**src/rtl/shape_row_scanner_pkg.sv**
```systemverilog
// Shared constants, types and state encoding for the sprite-ROM row scanner.
package shape_pkg;

  localparam int ROW_W    = 51;
  localparam int NUM_ROWS = 60;
  localparam int ADDR_W   = 6;
  localparam int COORD_W  = 10;
  localparam int COL_W    = $clog2(ROW_W);

  typedef logic [3:0]         orient_t;
  typedef logic [ROW_W-1:0]   row_t;
  typedef logic [ADDR_W-1:0]  addr_t;
  typedef logic [COL_W-1:0]   col_t;
  typedef logic [COORD_W-1:0] coord_t;

  typedef enum logic [2:0] {
    S_IDLE,
    S_FETCH,
    S_LOAD,
    S_SCAN,
    S_DRAIN,
    S_DONE
  } scan_state_t;

  // Screen coordinates wrap modulo 2**COORD_W; no saturation.
  function automatic coord_t coord_add(coord_t base, int unsigned off);
    return base + coord_t'(off);
  endfunction

endpackage

```
**src/rtl/shape_row_scanner_if.sv**
```systemverilog
// Scanner bus: ROM read port (address out, registered row back) plus the
// valid/ready pixel-coordinate stream to the compositor.
interface shape_row_scanner_if;
  import shape_pkg::*;

  orient_t rom_orientation;
  addr_t   rom_address;
  row_t    rom_data;

  logic    pix_valid;
  logic    pix_ready;
  coord_t  pix_x;
  coord_t  pix_y;

  modport master (
    output rom_orientation, rom_address, pix_valid, pix_x, pix_y,
    input  rom_data, pix_ready
  );

  modport slave (
    input  rom_orientation, rom_address, pix_valid, pix_x, pix_y,
    output rom_data, pix_ready
  );

endinterface

```
**src/rtl/shape_row_scanner.sv**
```systemverilog
// Walks all rows of a sprite ROM for a latched orientation and serialises set
// bits into absolute pixel coordinates; all-zero rows are skipped whole.
module shape_row_scanner
  import shape_pkg::*;
(
  input  logic                       clk,
  input  logic                       rst_n,
  input  logic                       start,
  input  orient_t                    orientation,
  input  coord_t                     origin_x,
  input  coord_t                     origin_y,
  output logic                       busy,
  output logic                       done,
  shape_row_scanner_if.master        bus
);

  scan_state_t r_state;
  addr_t       r_row;
  col_t        r_col;
  row_t        r_sr;
  orient_t     r_orient;
  coord_t      r_ox;
  coord_t      r_oy;
  addr_t       r_addr;
  logic        r_busy;
  logic        r_done;
  logic        r_pix_valid;
  coord_t      r_pix_x;
  coord_t      r_pix_y;

  logic        w_adv;
  logic        w_last_row;
  logic        w_last_col;
  logic        w_row_zero;
  addr_t       w_row_nxt;

  // The output slot is free when empty or being drained this cycle.
  assign w_adv      = !r_pix_valid || bus.pix_ready;
  assign w_last_row = (r_row == addr_t'(NUM_ROWS - 1));
  assign w_last_col = (r_col == col_t'(ROW_W - 1));
  assign w_row_zero = (bus.rom_data == '0);
  assign w_row_nxt  = r_row + addr_t'(1);

  always_ff @(posedge clk or negedge rst_n) begin
    if (!rst_n) begin
      r_state     <= S_IDLE;
      r_row       <= '0;
      r_col       <= '0;
      r_sr        <= '0;
      r_orient    <= '0;
      r_ox        <= '0;
      r_oy        <= '0;
      r_addr      <= '0;
      r_busy      <= 1'b0;
      r_done      <= 1'b0;
      r_pix_valid <= 1'b0;
      r_pix_x     <= '0;
      r_pix_y     <= '0;
    end else begin
      r_done <= 1'b0;
      if (r_pix_valid && bus.pix_ready)
        r_pix_valid <= 1'b0;

      case (r_state)
        S_IDLE: begin
          if (start) begin
            r_orient <= orientation;
            r_ox     <= origin_x;
            r_oy     <= origin_y;
            r_row    <= '0;
            r_addr   <= '0;
            r_busy   <= 1'b1;
            r_state  <= S_FETCH;
          end
        end

        // Address is already registered; this cycle covers the ROM latency.
        S_FETCH: r_state <= S_LOAD;

        S_LOAD: begin
          r_sr  <= bus.rom_data;
          r_col <= '0;
          if (!w_row_zero) begin
            r_state <= S_SCAN;
          end else if (w_last_row) begin
            r_state <= S_DRAIN;
          end else begin
            r_row   <= w_row_nxt;
            r_addr  <= w_row_nxt;
            r_state <= S_FETCH;
          end
        end

        S_SCAN: begin
          if (w_adv) begin
            // Overrides the acceptance clear above, giving 1 pixel/clk.
            r_pix_valid <= r_sr[ROW_W-1];
            if (r_sr[ROW_W-1]) begin
              r_pix_x <= coord_add(r_ox, 32'(r_col));
              r_pix_y <= coord_add(r_oy, 32'(r_row));
            end
            r_sr  <= r_sr << 1;
            r_col <= r_col + col_t'(1);
            if (w_last_col) begin
              if (w_last_row) begin
                r_state <= S_DRAIN;
              end else begin
                r_row   <= w_row_nxt;
                r_addr  <= w_row_nxt;
                r_state <= S_FETCH;
              end
            end
          end
        end

        S_DRAIN: begin
          if (w_adv) begin
            r_busy  <= 1'b0;
            r_done  <= 1'b1;
            r_state <= S_DONE;
          end
        end

        // Start is not sampled here, so a start coinciding with done is dropped.
        S_DONE: r_state <= S_IDLE;

        default: r_state <= S_IDLE;
      endcase
    end
  end

  assign busy                = r_busy;
  assign done                = r_done;
  assign bus.rom_orientation = r_orient;
  assign bus.rom_address     = r_addr;
  assign bus.pix_valid       = r_pix_valid;
  assign bus.pix_x           = r_pix_x;
  assign bus.pix_y           = r_pix_y;

endmodule

```
**src/flat_wrapper.sv**
```systemverilog
// flat-port wrapper written by rule: the top's interface ports become plain ports
module shape_row_scanner_flat import shape_pkg::*;
  (clk, rst_n, start, orientation, origin_x, origin_y, busy, done, bus_rom_orientation, bus_rom_address, bus_pix_valid, bus_pix_x, bus_pix_y, bus_rom_data, bus_pix_ready);
  shape_row_scanner_if bus_i ();
  input  logic clk;
  input  logic rst_n;
  input  logic start;
  input  orient_t orientation;
  input  coord_t origin_x;
  input  coord_t origin_y;
  output logic busy;
  output logic done;
  output wire logic [$bits(bus_i.rom_orientation)-1:0] bus_rom_orientation;
  output wire logic [$bits(bus_i.rom_address)-1:0] bus_rom_address;
  output wire logic [$bits(bus_i.pix_valid)-1:0] bus_pix_valid;
  output wire logic [$bits(bus_i.pix_x)-1:0] bus_pix_x;
  output wire logic [$bits(bus_i.pix_y)-1:0] bus_pix_y;
  input wire logic [$bits(bus_i.rom_data)-1:0] bus_rom_data;
  input wire logic [$bits(bus_i.pix_ready)-1:0] bus_pix_ready;
  assign bus_rom_orientation = bus_i.rom_orientation;
  assign bus_rom_address = bus_i.rom_address;
  assign bus_pix_valid = bus_i.pix_valid;
  assign bus_pix_x = bus_i.pix_x;
  assign bus_pix_y = bus_i.pix_y;
  assign bus_i.rom_data = bus_rom_data;
  assign bus_i.pix_ready = bus_pix_ready;
  shape_row_scanner u_core (.clk(clk), .rst_n(rst_n), .start(start), .orientation(orientation), .origin_x(origin_x), .origin_y(origin_y), .busy(busy), .done(done), .bus(bus_i));
endmodule
```
**config.mk**
```make
export PLATFORM = sky130hd
export DESIGN_NAME = shape_row_scanner_flat
export DESIGN_NICKNAME = d
export VERILOG_FILES = /design/src/rtl/shape_row_scanner_pkg.sv /design/src/rtl/shape_row_scanner_if.sv /design/src/rtl/shape_row_scanner.sv /design/src/flat_wrapper.sv
export SDC_FILE = /design/constraint.sdc
export NUM_CORES = 1
export LEC_CHECK = 0
export BUFFER_PORTS_ARGS = -buffer_cell sky130_fd_sc_hd__buf_2
export CORE_MARGIN = 2
export CORE_UTILIZATION = 50
export DETAILED_ROUTE_END_ITERATION = 6
export MAX_ROUTING_LAYER = met4
export PLACE_DENSITY = 0.88
export SETUP_SLACK_MARGIN = 0.2
export SYNTH_ARGS = -nofsm -noshare
export SYNTH_HDL_FRONTEND = slang
export SYNTH_SLANG_ARGS = --single-unit
```
**constraint.sdc**
```tcl
create_clock -name clk -period 2.3 [get_ports clk]
set_input_delay 0.46 -clock clk [delete_from_list [all_inputs] [get_ports clk]]
set_output_delay 0.46 -clock clk [all_outputs]
set_load 0.01 [all_outputs]
```
-- Word-level counts from Yosys, hierarchy flattened
Index checks and enable logic that the tools add are counted.
- add/subtract/negate cells: 4
- eq/ne operators: 11
- multiplexer cells: 30
- reductions and logical operators: 14
- operators by type and width (operator ; count):
    one-hot mux 51 bit (2 select lines) ; 1
    2-to-1 mux 6 bit ; 10
    logical NOT 51 bit ; 1
    2-to-1 mux 51 bit ; 1
    one-hot mux 6 bit (3 select lines) ; 2
    adder 10 x 6 -> 10 bit ; 2
    2-to-1 mux 3 bit ; 6
    one-hot mux 3 bit (5 select lines) ; 1
    adder 6 x 1 -> 6 bit (second input constant) ; 2
    equality test 6 bit (second input constant) ; 2
    one-hot mux 6 bit (2 select lines) ; 1
    inequality test 2 x 1 -> 1 bit (second input constant) ; 4
    2-to-1 mux 1 bit ; 7
    equality test 3 x 2 -> 1 bit (second input constant) ; 2
    AND reduction 3 bit ; 2
    AND reduction 5 bit ; 1
    AND reduction 2 bit ; 2
    AND reduction 4 bit ; 1
    nonzero test 2 bit ; 2
    equality test 3 x 1 -> 1 bit (second input constant) ; 1
    equality test 3 bit (second input constant) ; 1
    logical NOT 3 bit ; 1
    nonzero test 3 bit ; 1
    inequality test 2 bit (second input constant) ; 1
    4 further kinds ; 4
- register bits: 119
- bits of input ports: 79
- output and inout bits: 33
- logic and storage cells: 72

-- Depth between registers and ports, before layout
Gate-level depths: netlist (run 1).
- word-level depth: 5
- depth in mapped cells: 9
- depth with buffers taken out: 9

-- Least setup slack after synthesis (run 1)
Ideal clock, no wire load.
- path kind: flip-flop to flip-flop
- from: register u_core.r_col[0]
- to: register u_core.r_addr[4], in the netlist u_core.bus.rom_address[4]
- library setup time: 0.066 ns
- arrival time: 2.241 ns
- required time: 2.234 ns
- slack: -0.007 ns
- stages on the path, launching flop included: 10
- buffers on the path: 1
- period minus slack after synthesis: 2.307 ns
- cells stage by stage: dfrtp_1 inv_1 ha_1 and4bb_1 a311oi_1 a211o_1 buf_6 or4b_4 or4_1 nand2_1
- longest elaborated chain between the ends: 3
- ends and longest elaborated chain (what ; line ; text):
    from (decl) ; shape_row_scanner.sv:19 ; col_t r_col;
    from (signal assigned) ; shape_row_scanner.sv:103 ; r_col <= r_col + col_t'(1);
    equality test 6 bit ; shape_row_scanner.sv:40 ; assign w_last_col = (r_col == col_t'(ROW_W - 1));
    inequality test 2 x 1 -> 1 bit (no source line) ; n/a ;
    AND reduction 5 bit (no source line) ; n/a ;
    to (signal assigned) ; shape_row_scanner.sv:89 ; r_addr <= w_row_nxt;
    to (signal assigned) ; shape_row_scanner.sv:109 ; r_addr <= w_row_nxt;
    to (decl) ; shape_row_scanner.sv:24 ; addr_t r_addr;
No other way between the ends.
A chain may end at the register's enable or synchronous reset.

-- Final worst setup path (run 1)
Same ends and word-level chain as after synthesis.

==> results of run 1 <==
==> kinds of logic (layout without fill, tap and decap cells) <==
family | Yosys count | in the layout
AOI/OAI and AO/OA | 116 | 116
other | 0 | 1
muxes | 4 | 4
and+or+nand+nor | 326 | 326
DFF | 113 | 113
adders and majority gates | 17 | 17
buffers and inverters | 46 | 220
xor gates and xnor gates | 16 | 16
==> worst min path at each step <==
stage,start,endpoint,slack [ns]
after CTS,origin_y[5],u_core.r_oy[5],0.13
after floorplan,rst_n,u_core.bus.pix_valid,0.16
after detailed placement,rst_n,u_core.bus.pix_y[4],0.36
after global placement,rst_n,u_core.bus.pix_y[7],0.36
after global routing,origin_y[5],u_core.r_oy[5],0.12
final,origin_y[5],u_core.r_oy[5],0.13
==> report_power, final <==
part           internal (W)  leakage (nW)  switching, W
clock network       0.00155         0.276      0.000874
logic               0.00192          2.00       0.00262
registers           0.00289          1.35      0.000573
==> stage by stage <==
step / setup slack, ns / hold WS (ns) / setup TNS, ns
floorplan: 0.03485 / 0.1644 / 0
global placement: -0.3018 / 0.3609 / -1.551
detailed placement: -0.3053 / 0.3626 / -1.601
CTS: 0.08392 / 0.1258 / 0
global route: -0.08673 / 0.1198 / -0.2189
finish: -0.03849 / 0.1340 / -0.03849
==> critical path, stage by stage, from the launching register on <==
cell and delay, ns:
dfrtp_1 0.39, inv_2 0.08, ha_2 0.16, and4bb_1 0.25
a311oi_1 0.12, a211o_1 0.28, or4b_4 0.49, or4_1 0.41
nand2_1 0.08
==> Yosys cell counts, drive strengths merged (2+ instances only) <==
master	n
a211o	3
a21o	5
a21oi	10
a31oi	50
buf	6
clkbuf	28
dfrtp	113
fa	2
ha	15
inv	12
mux2	3
nand2	207
nand2b	3
nand3	9
nand4	5
nor2	63
nor2b	2
nor3	10
nor4	14
o21a	3
o21ai	23
o22ai	2
o31ai	6
o41ai	3
or2	2
or4	3
or4b	2
xnor2	6
xor2	10
==> state kept, by name, indices dropped and copies added, names as in the netlist, 3 cells and up <==
| name | count |
|---|---|
| u_core.bus.rom_orientation | 4 |
| u_core.bus.rom_address | 6 |
| u_core.r_col | 6 |
| u_core.r_ox | 10 |
| u_core.r_oy | 10 |
| u_core.r_state | 3 |
| u_core.bus.pix_x | 10 |
| u_core.bus.pix_y | 10 |
| u_core.r_sr | 51 |
==> per-layer routing <==
layer  up-vias  global-route usage
li1       2519                   -
met1      2533              0.3225
met2       216              0.4321
met3        64             0.05809
met4         0              0.1374
met5         -                   -
==> layout make-up <==
| class | instances | area (um2) | share of cell area |
|---|---|---|---|
| diodes | 1 | 2.502 | 0.0003360 |
| clock buffers | 24 | 490.5 | 0.06585 |
| clock inverters | 6 | 55.05 | 0.007391 |
| inverters | 12 | 45.04 | 0.006047 |
| multi-input cells | 479 | 2726 | 0.3660 |
| flip-flops and latches | 113 | 2830 | 0.3800 |
| well taps | 140 | 175.2 | 0.02352 |
| repair buffers | 178 | 1124 | 0.1508 |
==> what timing repair did <==
| item | in CTS | in global routing |
|---|---|---|
| pin swaps | 10 | 20 |
| setup endpoints to repair | 13 | 19 |
| setup buffers | 24 | 11 |
| hold buffers | 1 | 0 |
| gates resized for setup | 18 | 28 |
| endpoints found under the hold margin | 18 | 0 |
==> results by group, run 1 <==
Run status
  • Outcome: complete, but fails checks
  • Violated checks: negative setup slack

Floorplan
  • Core Box Area: 10840 um2
  • Die Footprint: 11950 um2
  • Chip width: 109.3 um
  • Die Ht: 109.3 um
  • Io pins: 112
  • Rows: 38
  • Starting Density: 0.5117

Global route
  • GRT Util Overall: 0.2697
  • Number of global-route vias before repair: 5150
  • Initial antenna violation count: 1
  • Global-route wire length before repair: 24030 um
  • GR Overflow Total: 0
  • Largest net degree at the start of global routing: 101

CTS
  • Root buffer cell: clkbuf_8
  • Worst skew pair latency: 0.52 ns
  • Clock transition at path regs: 0.06 ns
  • Sink Count: 113
  • CTS Buffer Depth: 2
  • TritonCTS clock tree: done
  • Htree depth: 4
  • Num CTS Buffers: 17

Drt
  • Final wirelength: 15570 um
  • Highest metal used: met4
  • Number of remaining DRC errors: 0
  • First drt pass iteration count: 7
  • Wl on met1: 6465 um
  • WL per Instance: 16.34 um
  • Vias per std cell: 5.595
  • Met2 wire length: 7747 um
  • DR WL met3: 757 um
  • DRT antenna net count: 0
  • Via count: 5332
  • Detailed Route Iter0 Violations: 492

Setup path
  • Critical path endpoint category: register
  • Startpoint Class: register
  • Worst R2R Setup Slack: -0.04 ns
  • CP arrival: 2.79 ns
  • Worst Setup SP: u_core.r_col[0]
  • Reg2reg start: u_core.r_col[0]
  • CP max FO: 2
  • Critical Path RT: 2.75 ns
  • Reg2reg path depth: 8
  • Worst Path Class, Setup: reg2reg
  • Reg-to-Reg End: u_core.bus.rom_address[4]
  • Crit path capture: u_core.bus.rom_address[4]

Yosys
  • Cell Area, Synth: 5547 um2
  • XOR/XNOR share of the synthesized area: 0.02527
  • Compound-Gate Fraction of Synth Area: 0.1340
  • Area contributors post-synth: dfrtp_1, nand2_1, a31oi_1
  • Synth Area per Inst: 8.694 um2
  • Area leader, netlist: dfrtp_1
  • Instance count of the mapped netlist: 638
  • Yosys top cell area share: 0.5098
  • Main flop type after synthesis: dfrtp_1
  • Yosys reg bits: 113
  • Adder-Cell Fraction of Synth Area: 0.04106
  • Synth Warn #: 0
  • Multiplexer share of the synthesized area: 0.007895
  • Ys async rst share: 1.000
  • Simple-Gate Fraction of Synth Area: 0.2468
  • Post-synth EDFFs: 0
  • Yosys cell types: 53
  • Largest family of logic cells by synthesized area: simple AND/OR/NAND/NOR gates
  • Sequential element share of the synthesized area: 0.5098
  • Post-synth net total: 734

Timing
  • Tcrit/Tclk final: 1.017
  • Setup violators final: 1
  • Min Tclk post-route: 2.338 ns
  • Setup Skew: 0.008611 ns
  • Measured slew at the worst slew-check pin: 0.5569 ns
  • Final WS setup: -0.03849 ns
  • Unrepaired setup endpoints after global routing: yes
  • Final Slew Violations: 0
  • Hold Fails Final Rpt: 0
  • FMAX: 427.6 MHz
  • Max_slew headroom: 0.6259

Pwr
  • PD cells: 1401 nW/um2
  • Maximum VDD drop: 0.7573 mV
  • Pleak: 3.633 nW
  • Tot Pwr: 0.01043 W

Placement
  • DP Area: 6435 um2
  • PortBufs: 111
  • Placed insts: 886
  • Post-DP HPWL: 9102 um
  • RePlAce Congestion: 0.8915

Finish
  • Layout Utilization: 0.6871
  • Fin nets: 897
  • Fraction of layout cells with a size suffix above 1: 0.3042
  • Commonest non-fill, non-tap cell in the layout: nand2_1
  • Commonest cells after routing, fill and taps aside: nand2_1, dfrtp_1, buf_2
  • Final instance area: 7448 um2
  • Number of fill cells in the layout: 771
  • Syn-to-layout area delta: 34.29%
  • Final std cells w/o fill: 953

Hold path
  • Hold Path Cell Cnt: 3
  • Worst hold path type: in2reg

Flow run
  • Max_cap viols: 0
No activity file was read; power rests on OpenSTA's default activity.
==> inputs of run 2 (changes only) <==
--- a/config.mk
+++ b/config.mk
@@ -6,11 +6,13 @@
 export NUM_CORES = 1
 export LEC_CHECK = 0
 export BUFFER_PORTS_ARGS = -buffer_cell sky130_fd_sc_hd__buf_2
-export CORE_MARGIN = 2
-export CORE_UTILIZATION = 50
+export CELL_PAD_IN_SITES_DETAIL_PLACEMENT = 0
+export CELL_PAD_IN_SITES_GLOBAL_PLACEMENT = 1
+export CORE_UTILIZATION = 37
 export DETAILED_ROUTE_END_ITERATION = 6
+export GPL_TIMING_DRIVEN = 0
 export MAX_ROUTING_LAYER = met4
-export PLACE_DENSITY = 0.88
+export PLACE_DENSITY = 0.87
 export SETUP_SLACK_MARGIN = 0.2
 export SYNTH_ARGS = -nofsm -noshare
 export SYNTH_HDL_FRONTEND = slang
==> run 2 against run 1 <==
  * The run now ends clean
  * Setup slack better by 0.040 ns
  * Cell count up 3.1%
  * Clock skew down 0.0025 ns
  * Combinational power down 8.4%
  * First-iteration DRC count down 33%
  * Via count down 4.5%
==> results by group, run 2 (synthesis gave the netlist of run 1 again) <==
Setup path
  • Reg2reg path depth: 9
  • CP max FO: 2
  • Crit path capture: u_core.bus.rom_address[4]
  • Reg-to-Reg End: u_core.bus.rom_address[4]
  • Reg2reg start: u_core.r_col[0]
  • Worst Path Class, Setup: reg2reg
  • Critical Path RT: 2.65 ns
  • Startpoint Class: register
  • Critical path endpoint category: register
  • CP arrival: 2.65 ns
  • Worst Setup SP: u_core.r_col[0]
  • Worst R2R Setup Slack: 0.001 ns

Timing
  • Max_slew headroom: 0.5551
  • FMAX: 435.0 MHz
  • Final WS setup: 0.001335 ns
  • Measured slew at the worst slew-check pin: 0.6660 ns
  • Final Slew Violations: 0
  • Hold Fails Final Rpt: 0
  • Min Tclk post-route: 2.299 ns
  • Setup violators final: 0
  • Unrepaired setup endpoints after global routing: yes
  • Setup Skew: 0.006137 ns
  • Tcrit/Tclk final: 0.9994

Floorplan
  • Die Ht: 124.4 um
  • Rows: 44
  • Io pins: 112
  • Chip width: 124.4 um
  • Die Footprint: 15480 um2
  • Core Box Area: 14590 um2
  • Starting Density: 0.3802

Finish
  • Layout Utilization: 0.4987
  • # diodes: 0
  • Commonest non-fill, non-tap cell in the layout: nand2_1
  • Fin nets: 883
  • Fraction of layout cells with a size suffix above 1: 0.2653
  • Commonest cells after routing, fill and taps aside: nand2_1, buf_2, dfrtp_1
  • Final instance area: 7276 um2
  • Number of flip-flops in the largest register: 51
  • Biggest register: u_core.r_sr
  • Syn-to-layout area delta: 31.18%

Global route
  • Global-route wire length before repair: 24470 um
  • GRT Util Overall: 0.2034
  • Largest net degree at the start of global routing: 68
  • GR Overflow Total: 0
  • Number of global-route vias before repair: 4914
  • Initial antenna violation count: 0

Drt
  • Number of remaining DRC errors: 0
  • WL per Instance: 14.83 um
  • First drt pass iteration count: 7
  • Vias per std cell: 5.182
  • Via count: 5094
  • Detailed Route Iter0 Violations: 329
  • Final wirelength: 14580 um
  • DRT antenna net count: 0

Pwr
  • Sw Ratio: 0.3836
  • Clock group share of total power: 0.248
  • Combinational Power Share: 0.411
  • P_int: 0.006247 W
  • P_sw: 0.003888 W
  • Seq pwr share: 0.341
  • PD cells: 1393 nW/um2
  • Pleak: 3.497 nW
  • Maximum VDD drop: 0.6938 mV
  • Tot Pwr: 0.01013 W

Placement
  • PortBufs: 111
  • RePlAce Congestion: 0.8266
  • Post-DP HPWL: 10110 um
  • Pre-CTS setup slack: -0.3964 ns
  • DP Area: 6382 um2

CTS
  • Clock transition at path regs: 0.05 ns
  • CTS Buffer Depth: 2
  • Sink Count: 113
  • Worst skew pair latency: 0.41 ns
  • Root buffer cell: clkbuf_16
  • Num CTS Buffers: 17
  • Htree depth: 4
  • TritonCTS clock tree: done

Run status
  • Outcome: finished clean

Hold path
  • Worst hold path type: in2reg

Flow run
  • Max_cap viols: 0
## run 2: changes by cell type in the layout (fill, tap and decap cells not counted), moves of 3 or more
cell,before,now
clkbuf_2,0,12
nor4_2,1,4
a21oi_1,4,7
clkbuf_1,2,18
buf_4,58,15
clkinv_2,5,2
buf_12,3,0
## run 2: routing by layer
| layer | GRT usage | vias up | wire length (um) |
|---|---|---|---|
| li1 | - | 2495 | - |
| met1 | 0.2737 | 2461 | 6731 |
| met2 | 0.3048 | 125 | 7079 |
| met3 | 0.05026 | 13 | 609 |
| met4 | 0.05599 | 0 | 160 |
| met5 | - | - | 0 |
## run 2: what timing repair did
action,4_1_cts,5_1_grt
resized for setup,35,27
buffers inserted,16,1
hold buffers,1,0
endpoints found under the setup margin,90,61
pin swaps,10,10
gates cloned,0,0
hold endpoints to repair,46,0
## run 2: worst min path at each step
stage,startpoint,endpoint,slack [ns],cells past startpoint
after floorplan,rst_n,u_core.bus.pix_valid,0.16,0
after global placement,u_core.bus.rom_orientation[0],u_core.bus.rom_orientation[0],0.46,2
after detailed placement,rst_n,u_core.bus.pix_y[6],0.42,1
after CTS,origin_y[7],u_core.r_oy[7],0.22,3
after global routing,origin_x[0],u_core.r_ox[0],0.24,3
final,origin_y[7],u_core.r_oy[7],0.24,3
## run 2: final cells by class
cell class,instances,area [um2]
Timing Repair Buffer,130,742.0
Tap cell,184,230.2
Fill cell,1378,7313
Inverter,12,45.04
Sequential cell,113,2831
Clock inverter,4,47.55
Clock buffer,27,523.0
Buffer,34,171.4
Multi-Input combinational cell,479,2685
## run 2: power by group through the flow
stage               sequential (W)  combinational (W)  clock (W)
finish                     0.00346            0.00416    0.00251
global route               0.00358            0.00473    0.00266
CTS                        0.00344            0.00405    0.00256
detailed placement         0.00348            0.00374          0
global placement           0.00346            0.00368          0
floorplan                  0.00345            0.00259          0
## run 2: metrics by stage
step / cells / hold slack, ns / setup TNS, ns
final: 983 / 0.2351 / 0
after global routing: 983 / 0.2399 / -0.06491
after CTS: 982 / 0.2241 / 0
after detailed placement: 934 / 0.4153 / -11.66
after global placement: 933 / 0.4581 / -81.66
after floorplan: 638 / 0.1644 / 0
## run 2: worst max-delay path: stages, from the launching register on
cell	delay [ns]
dfrtp_2	0.42
inv_2	0.06
ha_1	0.13
and4bb_1	0.21
a311oi_1	0.09
a211o_1	0.25
buf_6	0.12
or4b_4	0.48
or4_4	0.42
nand2_2	0.06
